### config.mk
export PLATFORM = sky130hd
export DESIGN_NAME = pipe_stage_reg_flat
export DESIGN_NICKNAME = d
export VERILOG_FILES = /design/src/rtl/mips_cpu_pkg.sv /design/src/rtl/pipe_stage_reg_if.sv /design/src/rtl/pipe_stage_ctrl.sv /design/src/rtl/pipe_stage_reg.sv /design/src/flat_wrapper.sv
export SDC_FILE = /design/constraint.sdc
export NUM_CORES = 1
export LEC_CHECK = 0
export BUFFER_PORTS_ARGS = -buffer_cell sky130_fd_sc_hd__clkbuf_2
export CELL_PAD_IN_SITES_DETAIL_PLACEMENT = 1
export CELL_PAD_IN_SITES_GLOBAL_PLACEMENT = 1
export CORE_MARGIN = 1
export CORE_UTILIZATION = 33
export CTS_CLUSTER_SIZE = 30
export DETAILED_ROUTE_END_ITERATION = 8
export GPL_TIMING_DRIVEN = 0
export PLACE_DENSITY = 0.8
export SYNTH_ARGS = -nofsm -noshare
export SYNTH_HDL_FRONTEND = slang
export SYNTH_SLANG_ARGS = --single-unit
### constraint.sdc
create_clock -name cpu_clk_50M -period 2.27 [get_ports cpu_clk_50M]
set_input_delay 0.227 -clock cpu_clk_50M [delete_from_list [all_inputs] [get_ports cpu_clk_50M]]
set_output_delay 0.227 -clock cpu_clk_50M [all_outputs]
set_load 0.05 [all_outputs]
### src/rtl/mips_cpu_pkg.sv
`default_nettype none
// ============================================================================
// Module      : mips_cpu_pkg
// Description : Shared types for the pipeline stage registers: the stage FSM
//               state encoding, per-boundary payload structs whose $bits sets
//               the WIDTH of each pipe_stage_reg instance, and an occupancy
//               decode helper.
// Revision    : 1.0 - initial release
// ============================================================================
package mips_cpu_pkg;

  localparam int c_PIPE_OCC_W = 2;

  typedef enum logic [1:0] {
    PS_EMPTY = 2'd0,   // nothing held
    PS_HALF  = 2'd1,   // main register valid
    PS_FULL  = 2'd2    // main and skid registers valid
  } pipe_state_enum;

  // IF/ID boundary
  typedef struct packed {
    logic [31:0] pc;
    logic [31:0] instr;
  } ifid_payload_struct;

  // ID/EXE boundary
  typedef struct packed {
    logic [31:0] pc;
    logic [31:0] rs_val;
    logic [31:0] rt_val;
    logic [31:0] imm;
    logic [4:0]  rd;
    logic [3:0]  alu_op;
    logic        mem_rd;
    logic        mem_wr;
    logic        reg_wr;
  } idexe_payload_struct;

  // EXE/MEM boundary
  typedef struct packed {
    logic [31:0] alu_res;
    logic [31:0] store_val;
    logic [4:0]  rd;
    logic        mem_rd;
    logic        mem_wr;
    logic        reg_wr;
  } exemem_payload_struct;

  // MEM/WB boundary
  typedef struct packed {
    logic [31:0] wb_val;
    logic [4:0]  rd;
    logic        reg_wr;
  } memwb_payload_struct;

  // Number of held entries for a given state.
  function automatic logic [c_PIPE_OCC_W-1:0] pipe_occupancy(input pipe_state_enum s);
    case (s)
      PS_HALF: return 2'd1;
      PS_FULL: return 2'd2;
      default: return 2'd0;
    endcase
  endfunction

endpackage
`default_nettype wire

### src/rtl/pipe_stage_reg_if.sv
`default_nettype none
// ============================================================================
// Module      : pipe_stage_reg_if
// Description : Valid/ready handshake bundle around one pipeline stage
//               register: the upstream (in_*) and downstream (out_*) sides.
//               slave  - modport used by the stage register itself.
//               master - modport used by the surrounding pipeline / bench.
// Ports       : in_valid, in_ready, in_data[WIDTH], out_valid, out_ready,
//               out_data[WIDTH]
// Revision    : 1.0 - initial release
// ============================================================================
interface pipe_stage_reg_if #(
  parameter int WIDTH = 64
);
  logic             in_valid;
  logic             in_ready;
  logic [WIDTH-1:0] in_data;
  logic             out_valid;
  logic             out_ready;
  logic [WIDTH-1:0] out_data;

  modport slave (
    input  in_valid, in_data, out_ready,
    output in_ready, out_valid, out_data
  );

  modport master (
    output in_valid, in_data, out_ready,
    input  in_ready, out_valid, out_data
  );
endinterface
`default_nettype wire

### src/rtl/pipe_stage_ctrl.sv
`default_nettype none
// ============================================================================
// Module      : pipe_stage_ctrl
// Description : Control FSM of pipe_stage_reg. Tracks how many entries are
//               held and produces the datapath load enables. Flush overrides
//               every transfer.
// Config      : PIPE_STAGE_REG_SKID_EN - two-entry skid buffer with a
//               registered in_ready; undefined gives a single register
//               whose in_ready depends combinationally on out_ready.
// Ports       : i_cpu_clk_50M, i_cpu_rst (async, active high), i_flush,
//               i_in_valid, i_out_ready -> o_in_ready, o_out_valid,
//               o_occupancy, o_load_main [, o_load_skid, o_move_skid]
// Revision    : 1.0 - initial release
// ============================================================================
module pipe_stage_ctrl
  import mips_cpu_pkg::*;
(
  input  wire logic                    i_cpu_clk_50M,
  input  wire logic                    i_cpu_rst,
  input  wire logic                    i_flush,
  input  wire logic                    i_in_valid,
  input  wire logic                    i_out_ready,
  output logic                         o_in_ready,
  output logic                         o_out_valid,
  output logic [c_PIPE_OCC_W-1:0]      o_occupancy,
`ifdef PIPE_STAGE_REG_SKID_EN
  output logic                         o_load_skid,
  output logic                         o_move_skid,
`endif
  output logic                         o_load_main
);

  pipe_state_enum              r_state;
  pipe_state_enum              w_state_nxt;
  logic                        r_out_valid;
  logic [c_PIPE_OCC_W-1:0]     r_occupancy;
  logic                        w_in_ready;
  logic                        w_in_xfer;
  logic                        w_out_xfer;
  logic                        w_load_main;
`ifdef PIPE_STAGE_REG_SKID_EN
  logic                        r_full;
  logic                        w_load_skid;
  logic                        w_move_skid;
`endif

`ifdef PIPE_STAGE_REG_SKID_EN
  // Pure decode of a flop: no path from out_ready to in_ready.
  assign w_in_ready = !i_cpu_rst && !r_full;
`else
  // Single register: may accept only if it is empty or draining this edge.
  assign w_in_ready = !i_cpu_rst && (!r_out_valid || i_out_ready);
`endif

  assign w_in_xfer  = i_in_valid && w_in_ready;
  assign w_out_xfer = r_out_valid && i_out_ready;

  always_comb begin
    w_state_nxt = r_state;
    w_load_main = 1'b0;
`ifdef PIPE_STAGE_REG_SKID_EN
    w_load_skid = 1'b0;
    w_move_skid = 1'b0;
`endif
    case (r_state)
      PS_EMPTY: begin
        if (w_in_xfer) begin
          w_load_main = 1'b1;
          w_state_nxt = PS_HALF;
        end
      end
      PS_HALF: begin
`ifdef PIPE_STAGE_REG_SKID_EN
        if (w_in_xfer && w_out_xfer) begin
          w_load_main = 1'b1;
        end else if (w_in_xfer) begin
          // Downstream stalled: park the new entry behind the held one.
          w_load_skid = 1'b1;
          w_state_nxt = PS_FULL;
        end else if (w_out_xfer) begin
          w_state_nxt = PS_EMPTY;
        end
`else
        // An accept here implies out_ready, so it is always a replace.
        if (w_in_xfer) begin
          w_load_main = 1'b1;
        end else if (w_out_xfer) begin
          w_state_nxt = PS_EMPTY;
        end
`endif
      end
`ifdef PIPE_STAGE_REG_SKID_EN
      PS_FULL: begin
        if (w_out_xfer) begin
          w_move_skid = 1'b1;
          w_state_nxt = PS_HALF;
        end
      end
`endif
      default: w_state_nxt = PS_EMPTY;
    endcase

    // Squash wins over any transfer; an input offered now is dropped.
    if (i_flush) begin
      w_state_nxt = PS_EMPTY;
      w_load_main = 1'b0;
`ifdef PIPE_STAGE_REG_SKID_EN
      w_load_skid = 1'b0;
      w_move_skid = 1'b0;
`endif
    end
  end

  // State and its decoded outputs are all registered from the next state,
  // so they change together on the clock edge.
  always_ff @(posedge i_cpu_clk_50M or posedge i_cpu_rst) begin
    if (i_cpu_rst) begin
      r_state     <= PS_EMPTY;
      r_out_valid <= 1'b0;
      r_occupancy <= '0;
`ifdef PIPE_STAGE_REG_SKID_EN
      r_full      <= 1'b0;
`endif
    end else begin
      r_state     <= w_state_nxt;
      r_out_valid <= (w_state_nxt != PS_EMPTY);
      r_occupancy <= pipe_occupancy(w_state_nxt);
`ifdef PIPE_STAGE_REG_SKID_EN
      r_full      <= (w_state_nxt == PS_FULL);
`endif
    end
  end

  assign o_in_ready  = w_in_ready;
  assign o_out_valid = r_out_valid;
  assign o_occupancy = r_occupancy;
  assign o_load_main = w_load_main;
`ifdef PIPE_STAGE_REG_SKID_EN
  assign o_load_skid = w_load_skid;
  assign o_move_skid = w_move_skid;
`endif

endmodule
`default_nettype wire

### src/rtl/pipe_stage_reg.sv
`default_nettype none
// ============================================================================
// Module      : pipe_stage_reg
// Description : Generic pipeline stage register with valid/ready handshake,
//               synchronous flush and an optional two-entry skid buffer.
//               Holds the payload datapath; control lives in pipe_stage_ctrl.
// Config      : PIPE_STAGE_REG_SKID_EN - adds skid register, registered
//               in_ready, occupancy up to 2. Undefined: single register,
//               occupancy up to 1.
// Parameters  : WIDTH (payload bits, >= 1), RESET_DATA (reset/flush value)
// Ports       : cpu_clk_50M, cpu_rst (async, active high), flush,
//               bus (pipe_stage_reg_if.slave: in_valid/in_ready/in_data,
//               out_valid/out_ready/out_data), occupancy[2]
// Revision    : 1.0 - initial release
// ============================================================================
module pipe_stage_reg
  import mips_cpu_pkg::*;
#(
  parameter int               WIDTH      = 64,
  parameter logic [WIDTH-1:0] RESET_DATA = '0
) (
  input  wire logic                cpu_clk_50M,
  input  wire logic                cpu_rst,
  input  wire logic                flush,
  pipe_stage_reg_if.slave          bus,
  output logic [c_PIPE_OCC_W-1:0]  occupancy
);

  logic [WIDTH-1:0] r_main_q;
  logic             w_load_main;
`ifdef PIPE_STAGE_REG_SKID_EN
  logic [WIDTH-1:0] r_skid_q;
  logic             w_load_skid;
  logic             w_move_skid;
`endif

  pipe_stage_ctrl u_ctrl (
    .i_cpu_clk_50M (cpu_clk_50M),
    .i_cpu_rst     (cpu_rst),
    .i_flush       (flush),
    .i_in_valid    (bus.in_valid),
    .i_out_ready   (bus.out_ready),
    .o_in_ready    (bus.in_ready),
    .o_out_valid   (bus.out_valid),
    .o_occupancy   (occupancy),
`ifdef PIPE_STAGE_REG_SKID_EN
    .o_load_skid   (w_load_skid),
    .o_move_skid   (w_move_skid),
`endif
    .o_load_main   (w_load_main)
  );

  always_ff @(posedge cpu_clk_50M or posedge cpu_rst) begin
    if (cpu_rst) begin
      r_main_q <= RESET_DATA;
    end else if (flush) begin
      r_main_q <= RESET_DATA;
    end else if (w_load_main) begin
      r_main_q <= bus.in_data;
`ifdef PIPE_STAGE_REG_SKID_EN
    end else if (w_move_skid) begin
      // Older parked entry advances to the output on drain.
      r_main_q <= r_skid_q;
`endif
    end
  end

`ifdef PIPE_STAGE_REG_SKID_EN
  always_ff @(posedge cpu_clk_50M or posedge cpu_rst) begin
    if (cpu_rst) begin
      r_skid_q <= RESET_DATA;
    end else if (flush) begin
      r_skid_q <= RESET_DATA;
    end else if (w_load_skid) begin
      r_skid_q <= bus.in_data;
    end
  end
`endif

  assign bus.out_data = r_main_q;

endmodule
`default_nettype wire

### src/flat_wrapper.sv
// flat-port wrapper written by rule: the top's interface ports become plain ports
module pipe_stage_reg_flat import mips_cpu_pkg::*;
#(
  parameter int               WIDTH      = 64,
  parameter logic [WIDTH-1:0] RESET_DATA = '0
)
  (cpu_clk_50M, cpu_rst, flush, occupancy, bus_in_valid, bus_in_data, bus_out_ready, bus_in_ready, bus_out_valid, bus_out_data);
  pipe_stage_reg_if #(.WIDTH(WIDTH)) bus_i ();
  input  wire logic cpu_clk_50M;
  input  wire logic cpu_rst;
  input  wire logic flush;
  output logic [c_PIPE_OCC_W-1:0] occupancy;
  input wire logic [$bits(bus_i.in_valid)-1:0] bus_in_valid;
  input wire logic [$bits(bus_i.in_data)-1:0] bus_in_data;
  input wire logic [$bits(bus_i.out_ready)-1:0] bus_out_ready;
  output wire logic [$bits(bus_i.in_ready)-1:0] bus_in_ready;
  output wire logic [$bits(bus_i.out_valid)-1:0] bus_out_valid;
  output wire logic [$bits(bus_i.out_data)-1:0] bus_out_data;
  assign bus_i.in_valid = bus_in_valid;
  assign bus_i.in_data = bus_in_data;
  assign bus_i.out_ready = bus_out_ready;
  assign bus_in_ready = bus_i.in_ready;
  assign bus_out_valid = bus_i.out_valid;
  assign bus_out_data = bus_i.out_data;
  pipe_stage_reg #(.WIDTH(WIDTH), .RESET_DATA(RESET_DATA)) u_core (.cpu_clk_50M(cpu_clk_50M), .cpu_rst(cpu_rst), .flush(flush), .bus(bus_i), .occupancy(occupancy));
endmodule
==> results of run 1 <==
## through the flow
stage | TNS, ns | utilization
2_1_floorplan | 0 | -
3_3_place_gp | -0.325 | 0.454
3_5_place_dp | 0 | 0.456
4_1_cts | 0 | 0.479
5_1_grt | 0 | 0.479
6_report | 0 | 0.479
## power groups by stage
stage | logic (µW) | registers, µW | clock network, µW
after floorplan | 95.8 | 1460 | 0
after global placement | 363 | 1320 | 0
after detailed placement | 374 | 1320 | 0
after CTS | 376 | 1290 | 886
after global routing | 396 | 1300 | 928
final | 370 | 1290 | 854
## critical path, stage by stage
cell and delay (ns):
clkbuf_2 0.12, clkinvlp_4 0.54, buf_12 0.43, and2_1 0.17
clkbuf_2 0.23
## final cells by class
cell class	count	area, µm²	share of cell area
multi-input cells	76	653	0.188
clock buffers	12	155	0.0446
inverters	2	11.3	0.00324
well taps	99	124	0.0356
repair buffers	137	701	0.202
clock inverters	2	10.0	0.00288
plain buffers	14	95.1	0.0274
flip-flops and latches	69	1730	0.497
## kinds of logic after synthesis
| family | synth area share |
|---|---|
| AO/OA/AOI/OAI | 0.245 |
| AND/OR/NAND/NOR | 0.0151 |
| flip-flops | 0.697 |
| other | 0.00151 |
| buffers and inverters | 0.0414 |
## Yosys cell counts
cell	n	area, µm²
nor2b_2	1	8.76
a31o_1	3	26.3
dfrtp_1	69	1730
nand2b_1	1	6.26
nand2_1	1	3.75
and3_1	1	6.26
a22o_1	64	561
a31oi_4	1	21.3
buf_6	4	45.0
buf_2	9	45.0
clkbuf_2	1	5.00
inv_1	2	7.51
nor2_2	1	6.26
and2_1	1	6.26
conb_1	1	3.75
## worst min-delay path by stage
stage                     from                 endpoint  slack (ns)
4_1_cts                cpu_rst  u_core.bus.out_data[12]       0.009
3_3_place_gp   bus_in_data[60]  u_core.bus.out_data[60]        0.45
6_report               cpu_rst  u_core.bus.out_data[12]      0.0008
2_1_floorplan   bus_in_data[0]   u_core.bus.out_data[0]        0.36
5_1_grt                cpu_rst  u_core.bus.out_data[12]        0.04
3_5_place_dp           cpu_rst  u_core.bus.out_data[12]        0.37
## sequential cells by signal (all words and copies together) (netlist names)
register,flops
u_core.u_ctrl.o_occupancy,2
u_core.u_ctrl.r_state,2
u_core.bus.out_data,64
u_core.u_ctrl.o_out_valid,1
## per-layer routing
metal / GRT usage / vias to the layer above
li1: - / 903
met1: 0.213 / 967
met2: 0.258 / 80
met3: 0.0429 / 16
met4: 0.0924 / 0
met5: 0 / -
==> reports/qor.yml, run 1 <==
cts_buffer_depth: 2
endpoint: "bus_in_ready"
end_kind: "primary output"
required_ns: 2.04
nFillCells: 835
cp.arrival_ns: 1.73
fin_cells: 411
drive_gt1_frac: 0.538
max_cap_violations: 0
die-width_um: 88.7
ant_nets: 0
drv_slew: 0
gp_congestion: 0.733
antenna_found_initial: 0
cts_max_level: 3
syn-instance-count: 160
irDropWorstVdd_mv: 0.296
min_path_type: "in2async"
core-area_um2: 7250
dpl.cell_count: 397
p_switching_uw: 694
min_period_ns: 1.96
synth-seq-cells: 69
cts.reportedPaths.clkPinSlew_ns: 0.07
whs_ns: 0.000781
ys_seq_area_frac: 0.697
clock_skew_ns: 0.00561
worst_slack_ns: 0.311
first_pass_iters: 3
clock_latency_ns: 0.32
combPwrFrac: 0.147
p_leak_uw: 0.00196
grt_max_degree: 42
slew_headroom: 0.553
numCtsBuffers: 9
seq_power_share: 0.514
dr.max_layer_used: "met4"
hold_violations: 0
nets: 378
antenna_cells: 0
grtUsageTotal: 0.167
grt_first_pass_wirelength_mm: 9.75
post-place-ws_ns: 0.235
syn-cell-area_um2: 2480
start_util: 0.342
cellPowerDensity_nw_per_um2: 724
hold_buffers: 0
p_int_uw: 1820
first_iter_violations: 50
clockPowerShare: 0.339
post-route-cell-area_um2: 3480
r2r-start: "u_core.u_ctrl.o_out_valid"
ios: 137
final_cell_mix: "clkbuf_2 (137), dfrtp_1 (69), a22o_1 (64)"
status: "completed"
drc_errors: 0
drt-met1-wl_mm: 2.78
worstMarginPinSlew_ns: 0.670
yosys_warnings: 0
routed-wl-met2_mm: 3.08
startpoint_type: "input port"
vias: 1966
dpl_cell_area_um2: 3310
die-area_um2: 7860
rsz0062_at_grt: "false"
wl_met3_um: 388
max_freq_mhz: 510
wirelength_mm: 6.43
post_cts_buffers: 0
vias_per_cell: 4.78
io_buffers: 136
finalSetupViolations: 0
timing.rr.end: "u_core.bus.out_data[34]"
syn_area_per_cell_um2: 15.5
wire_per_inst_um: 15.6
clock_sinks: 69
hpwl_mm: 4.79
yosys.cell_types.count: 15
path_max_fanout: 41
critical_path_class: "in2out"
grt_overflow: 0
swShare: 0.275
die_y_um: 88.7
cts_root_buffer: "clkbuf_8"
post_cts_resized: 0
final_common_cell: "clkbuf_2"
tritoncts: "yes"
crit_path_start: "cpu_rst"
rrSetupSlack_ns: 0.79
total_power_uw: 2520
fin_crit_sh: 0.863
grt_pass1_vias: 1997
ff2ff_path_depth: 6
area_growth_syn_to_layout_pct: 40.2
fp-row-count: 31
Note: power is estimated with default switching activity, not from simulation.
==> run 2, diff against run 1 <==
ABC_AREA = 1   (was default)
CORE_UTILIZATION = 34   (was 33)
PLACE_DENSITY = 0.81   (was 0.8)
==> reports/qor.yml, run 2 <==
synth.top_cell.area_share: 0.565
fin_cells: 572
seq_area_um2: 1730
io_buffers: 136
ys_seq_area_frac: 0.565
cp.arrival_ns: 2.10
startpoint_type: "input port"
synth_area_leaders: "dfrtp_1 (57%), nand4_1 (13%), nand3_1 (8.8%)"
post_cts_resized: 0
min_period_ns: 1.84
start_util: 0.350
clock_latency_ns: 0.33
post-synth-top-area-cell: "dfrtp_1"
clock_sinks: 69
hold_buffers: 0
irDropWorstVdd_mv: 0.232
yosys_warnings: 0
post_cts_buffers: 0
wire_per_inst_um: 16.1
end_kind: "register"
core-area_um2: 8720
slew_headroom: 0.471
yosys.cell_types.count: 15
final_cell_mix: "clkbuf_2 (136), dfrtp_1 (69), nand2_1 (66)"
die-width_um: 96.8
ant_nets: 0
numCtsBuffers: 9
multi_input_area_um2: 1070
required_ns: 2.54
path_max_fanout: 36
die-area_um2: 9370
cts_max_level: 3
first_pass_iters: 4
grt_max_degree: 37
clock_skew_ns: 0.00920
worstMarginPinSlew_ns: 0.791
whs_ns: 0.0502
finalSetupViolations: 0
antenna_found_initial: 0
post-route-cell-area_um2: 4100
dpl_cell_area_um2: 3900
syn-cell-area_um2: 3060
fp-row-count: 34
p_leak_uw: 0.00236
status: "completed"
syn-instance-count: 310
fin_crit_sh: 0.809
grt_pass1_vias: 3066
gp_congestion: 0.794
nets: 528
min_path_type: "in2async"
tns_ns: 0
max_cap_violations: 0
wl_met3_um: 489
cts.reportedPaths.clkPinSlew_ns: 0.07
grt_first_pass_wirelength_mm: 15.4
first_iter_violations: 96
total_power_uw: 2770
drive_gt1_frac: 0.438
grt_overflow: 0
synthTopCellsByCount: "dfrtp_1 (69), nand2_1 (66), nand4_1 (64)"
syn_area_per_cell_um2: 9.86
hpwl_mm: 6.90
hold_violations: 0
cts_buffer_depth: 2
grtUsageTotal: 0.202
vias: 2920
final_common_cell: "clkbuf_2"
tritoncts: "yes"
dpl.cell_count: 556
area_growth_syn_to_layout_pct: 34.2
dominantRegCellSynth: "dfrtp_1"
drt-met1-wl_mm: 4.02
critical_path_class: "in2reg"
cts_root_buffer: "clkbuf_8"
drv_slew: 0
routed-wl-met2_mm: 4.57
vias_per_cell: 5.10
drc_errors: 0
antenna_cells: 0
wirelength_mm: 9.21
rrSetupSlack_ns: 1.01
nFillCells: 1080
max_freq_mhz: 544
die_y_um: 96.8
synth-seq-cells: 69
largest_reg_flops: 64
dr.max_layer_used: "met4"
synth_edf_count: 0
synthArstFlopShare: 1.00
ios: 137
rsz0062_at_grt: "false"
cellPowerDensity_nw_per_um2: 676
synth_most_common_cell: "dfrtp_1"
-- run 2: changes by cell type after synthesis, moves of 3 or more --
cell	change
a21oi_1	+3
nand2_1	+65
a22o_1	-64
buf_2	+12
buf_6	+5
a31o_1	-3
nand4_1	+64
nand3_1	+54
buf_4	+5
nand3_2	+11
-- run 2: logic make-up after synthesis --
family          count (synthesis)  share of synthesized area
flops                          69                      0.565
buf+inv                        39                     0.0848
other cells                     1                    0.00123
simple gates                  197                      0.341
compound gates                  4                    0.00778
-- run 2: final timing paths --
kind / start / endpoint / depth (start not counted)
max in group asynchronous: cpu_rst / u_core.bus.out_data[41] / 3
worst max register to register: u_core.u_ctrl.r_state[1] / u_core.bus.out_data[43] / 5
min in group cpu_clk_50M: bus_in_data[55] / u_core.bus.out_data[55] / 3
worst min register to register: u_core.bus.out_data[23] / u_core.bus.out_data[23] / 2
worst max-delay path: cpu_rst / u_core.bus.out_data[46] / 8
worst min-delay path: cpu_rst / u_core.bus.out_data[12] / 2
-- run 2: metal layers --
layer,vias to the layer above,GRT usage
met5,-,0
met4,0,0.0608
met3,13,0.0484
met2,95,0.333
met1,1414,0.263
li1,1398,-
-- run 2: layout make-up --
| type | instances | area share |
|---|---|---|
| plain buffers | 35 | 0.0595 |
| clock buffers | 10 | 0.0336 |
| clock inverters | 6 | 0.0153 |
| inverters | 4 | 0.00458 |
| multi-input cells | 203 | 0.262 |
| flip-flops and latches | 69 | 0.421 |
| well taps | 108 | 0.0330 |
| repair buffers | 137 | 0.171 |
-- run 2: metrics by stage --
step,setup slack (ns),util
2_1_floorplan,0.243,-
3_3_place_gp,-0.528,0.445
3_5_place_dp,-0.00937,0.447
4_1_cts,0.340,0.470
5_1_grt,0.183,0.470
6_report,0.433,0.470
-- run 2: critical path: stages --
cell	delay, ns
clkbuf_2	0.13
clkinvlp_4	0.63
buf_12	0.46
nand3_2	0.15
buf_6	0.17
buf_6	0.18
nand3_2	0.08
nand2_1	0.07
-- run 2: where the power goes --
part / internal, µW / total (µW) / switching, µW
registers: 1270 / 1290 / 24.3
clock network: 534 / 1010 / 479
logic: 132 / 464 / 332
==> run 3, diff against run 2 <==
CORE_UTILIZATION = 31   (was 34)
PLACE_DENSITY = 0.78   (was 0.81)
clock period = 1.65 ns   (was 2.27 ns; I/O delays follow)
==> reports/qor.yml, run 3 (synthesis gave the netlist of run 2 again) <==
io_buffers: 136
cts.reportedPaths.clkPinSlew_ns: 0.08
ios: 137
path_delay_family: "buffers and inverters"
ff2ff_path_depth: 5
critical_path_class: "reg2out"
worstMarginPinSlew_ns: 0.946
hpwl_mm: 6.91
grtUsageTotal: 0.192
path_max_fanout: 10
dpl_cell_area_um2: 3950
drc_errors: 0
whs_ns: 0.0462
rsz0062_at_grt: "false"
nets: 530
swShare: 0.292
fp-row-count: 35
cellPowerDensity_nw_per_um2: 952
cts_buffer_depth: 2
fin_crit_sh: 0.938
grt_pass1_vias: 2971
post_cts_buffers: 0
final_cell_mix: "clkbuf_2 (135), dfrtp_1 (69), nand2_1 (66)"
seq_power_share: 0.447
largest_reg_flops: 64
timing.rr.end: "u_core.bus.out_data[43]"
post-route-cell-area_um2: 4190
hold_violations: 0
grt_first_pass_wirelength_mm: 15.2
die-width_um: 101
wirelength_mm: 9.52
r2r-start: "u_core.u_ctrl.r_state[1]"
wire_per_inst_um: 16.0
p_int_uw: 2820
area_growth_syn_to_layout_pct: 37.1
critPathMaxStageDelay_ns: 0.42
p_leak_uw: 0.00239
vias_per_cell: 4.93
clock_sinks: 69
antenna_cells: 0
drv_slew: 0
drive_gt1_frac: 0.446
min_period_ns: 1.55
cp.arrival_ns: 1.38
cts_max_level: 3
die-area_um2: 10300
end_kind: "primary output"
fin_cells: 595
start_util: 0.325
vias: 2932
die_y_um: 101
rrSetupSlack_ns: 0.37
antenna_found_initial: 0
grt_overflow: 0
ant_nets: 0
core-area_um2: 9420
grt_max_degree: 37
required_ns: 1.48
max_cap_violations: 0
dpl.cell_count: 577
gp_congestion: 0.720
cp_cell_sequence: "a21oi_2 > buf_2 > buf_4"
p_switching_uw: 1170
first_iter_violations: 97
cts_root_buffer: "clkbuf_8"
first_pass_iters: 4
finalSetupViolations: 0
clock_skew_ns: 0.00873
worst-path-buf-inv: 2
min_path_type: "in2async"
clock_latency_ns: 0.34
numCtsBuffers: 9
final_common_cell: "clkbuf_2"
slowest_stage: "dfrtp_1"
max_freq_mhz: 646
tritoncts: "yes"
startpoint_type: "register"
combPwrFrac: 0.162
slew_headroom: 0.366
status: "completed"
irDropWorstVdd_mv: 0.347
clockPowerShare: 0.391
## run 3: power by group through the flow
stage          combinational, µW  clock (µW)  sequential (µW)
6_report                     646        1560             1780
4_1_cts                      652        1600             1780
5_1_grt                      702        1660             1790
3_5_place_dp                 650           0             1820
2_1_floorplan                228           0             2000
3_3_place_gp                 635           0             1810
## run 3: repair_timing
item,in CTS,in global routing
resized for setup,1,1
hold endpoints to repair,32,17
setup endpoints to repair,1,51
gates cloned,0,1
## run 3: layer usage
layer,GRT usage,vias to the layer above,routed length (µm)
met5,0,-,0
met3,0.0428,14,523
li1,-,1397,-
met4,0.0769,0,154
met2,0.313,95,4720
met1,0.248,1426,4120
## run 3: how the worst max path moves through the flow
stage	start	endpoint	slack [ns]	cells after the start
global route	u_core.u_ctrl.o_out_valid	bus_in_ready	0.03	3
global placement	cpu_rst	u_core.bus.out_data[26]	-1.08	7
finish	u_core.u_ctrl.o_out_valid	bus_in_ready	0.10	3
floorplan	cpu_rst	u_core.bus.out_data[37]	-0.26	6
CTS	cpu_rst	u_core.bus.out_data[25]	0.03	7
detailed placement	cpu_rst	u_core.bus.out_data[25]	-0.32	7
## run 3: metrics by stage
stage                     setup WS [ns]   util  power [µW]  setup TNS, ns
after floorplan                  -0.260      -        2230         -14.59
after global placement            -1.08  0.417        2450         -68.51
after detailed placement         -0.324  0.419        2470         -16.63
after CTS                        0.0347  0.443        4040              0
after global routing             0.0251  0.445        4150              0
final                             0.103  0.445        3990              0
## run 3: final cells by class
type / instances / area (µm²)
plain buffers: 35 / 248
clock buffers: 10 / 138
clock inverters: 6 / 86.3
fillers: 1135 / 5230
inverters: 4 / 18.8
multi-input cells: 203 / 1090
flip-flops and latches: 69 / 1730
well taps: 129 / 161
repair buffers: 138 / 713
repair inverters: 1 / 5.00
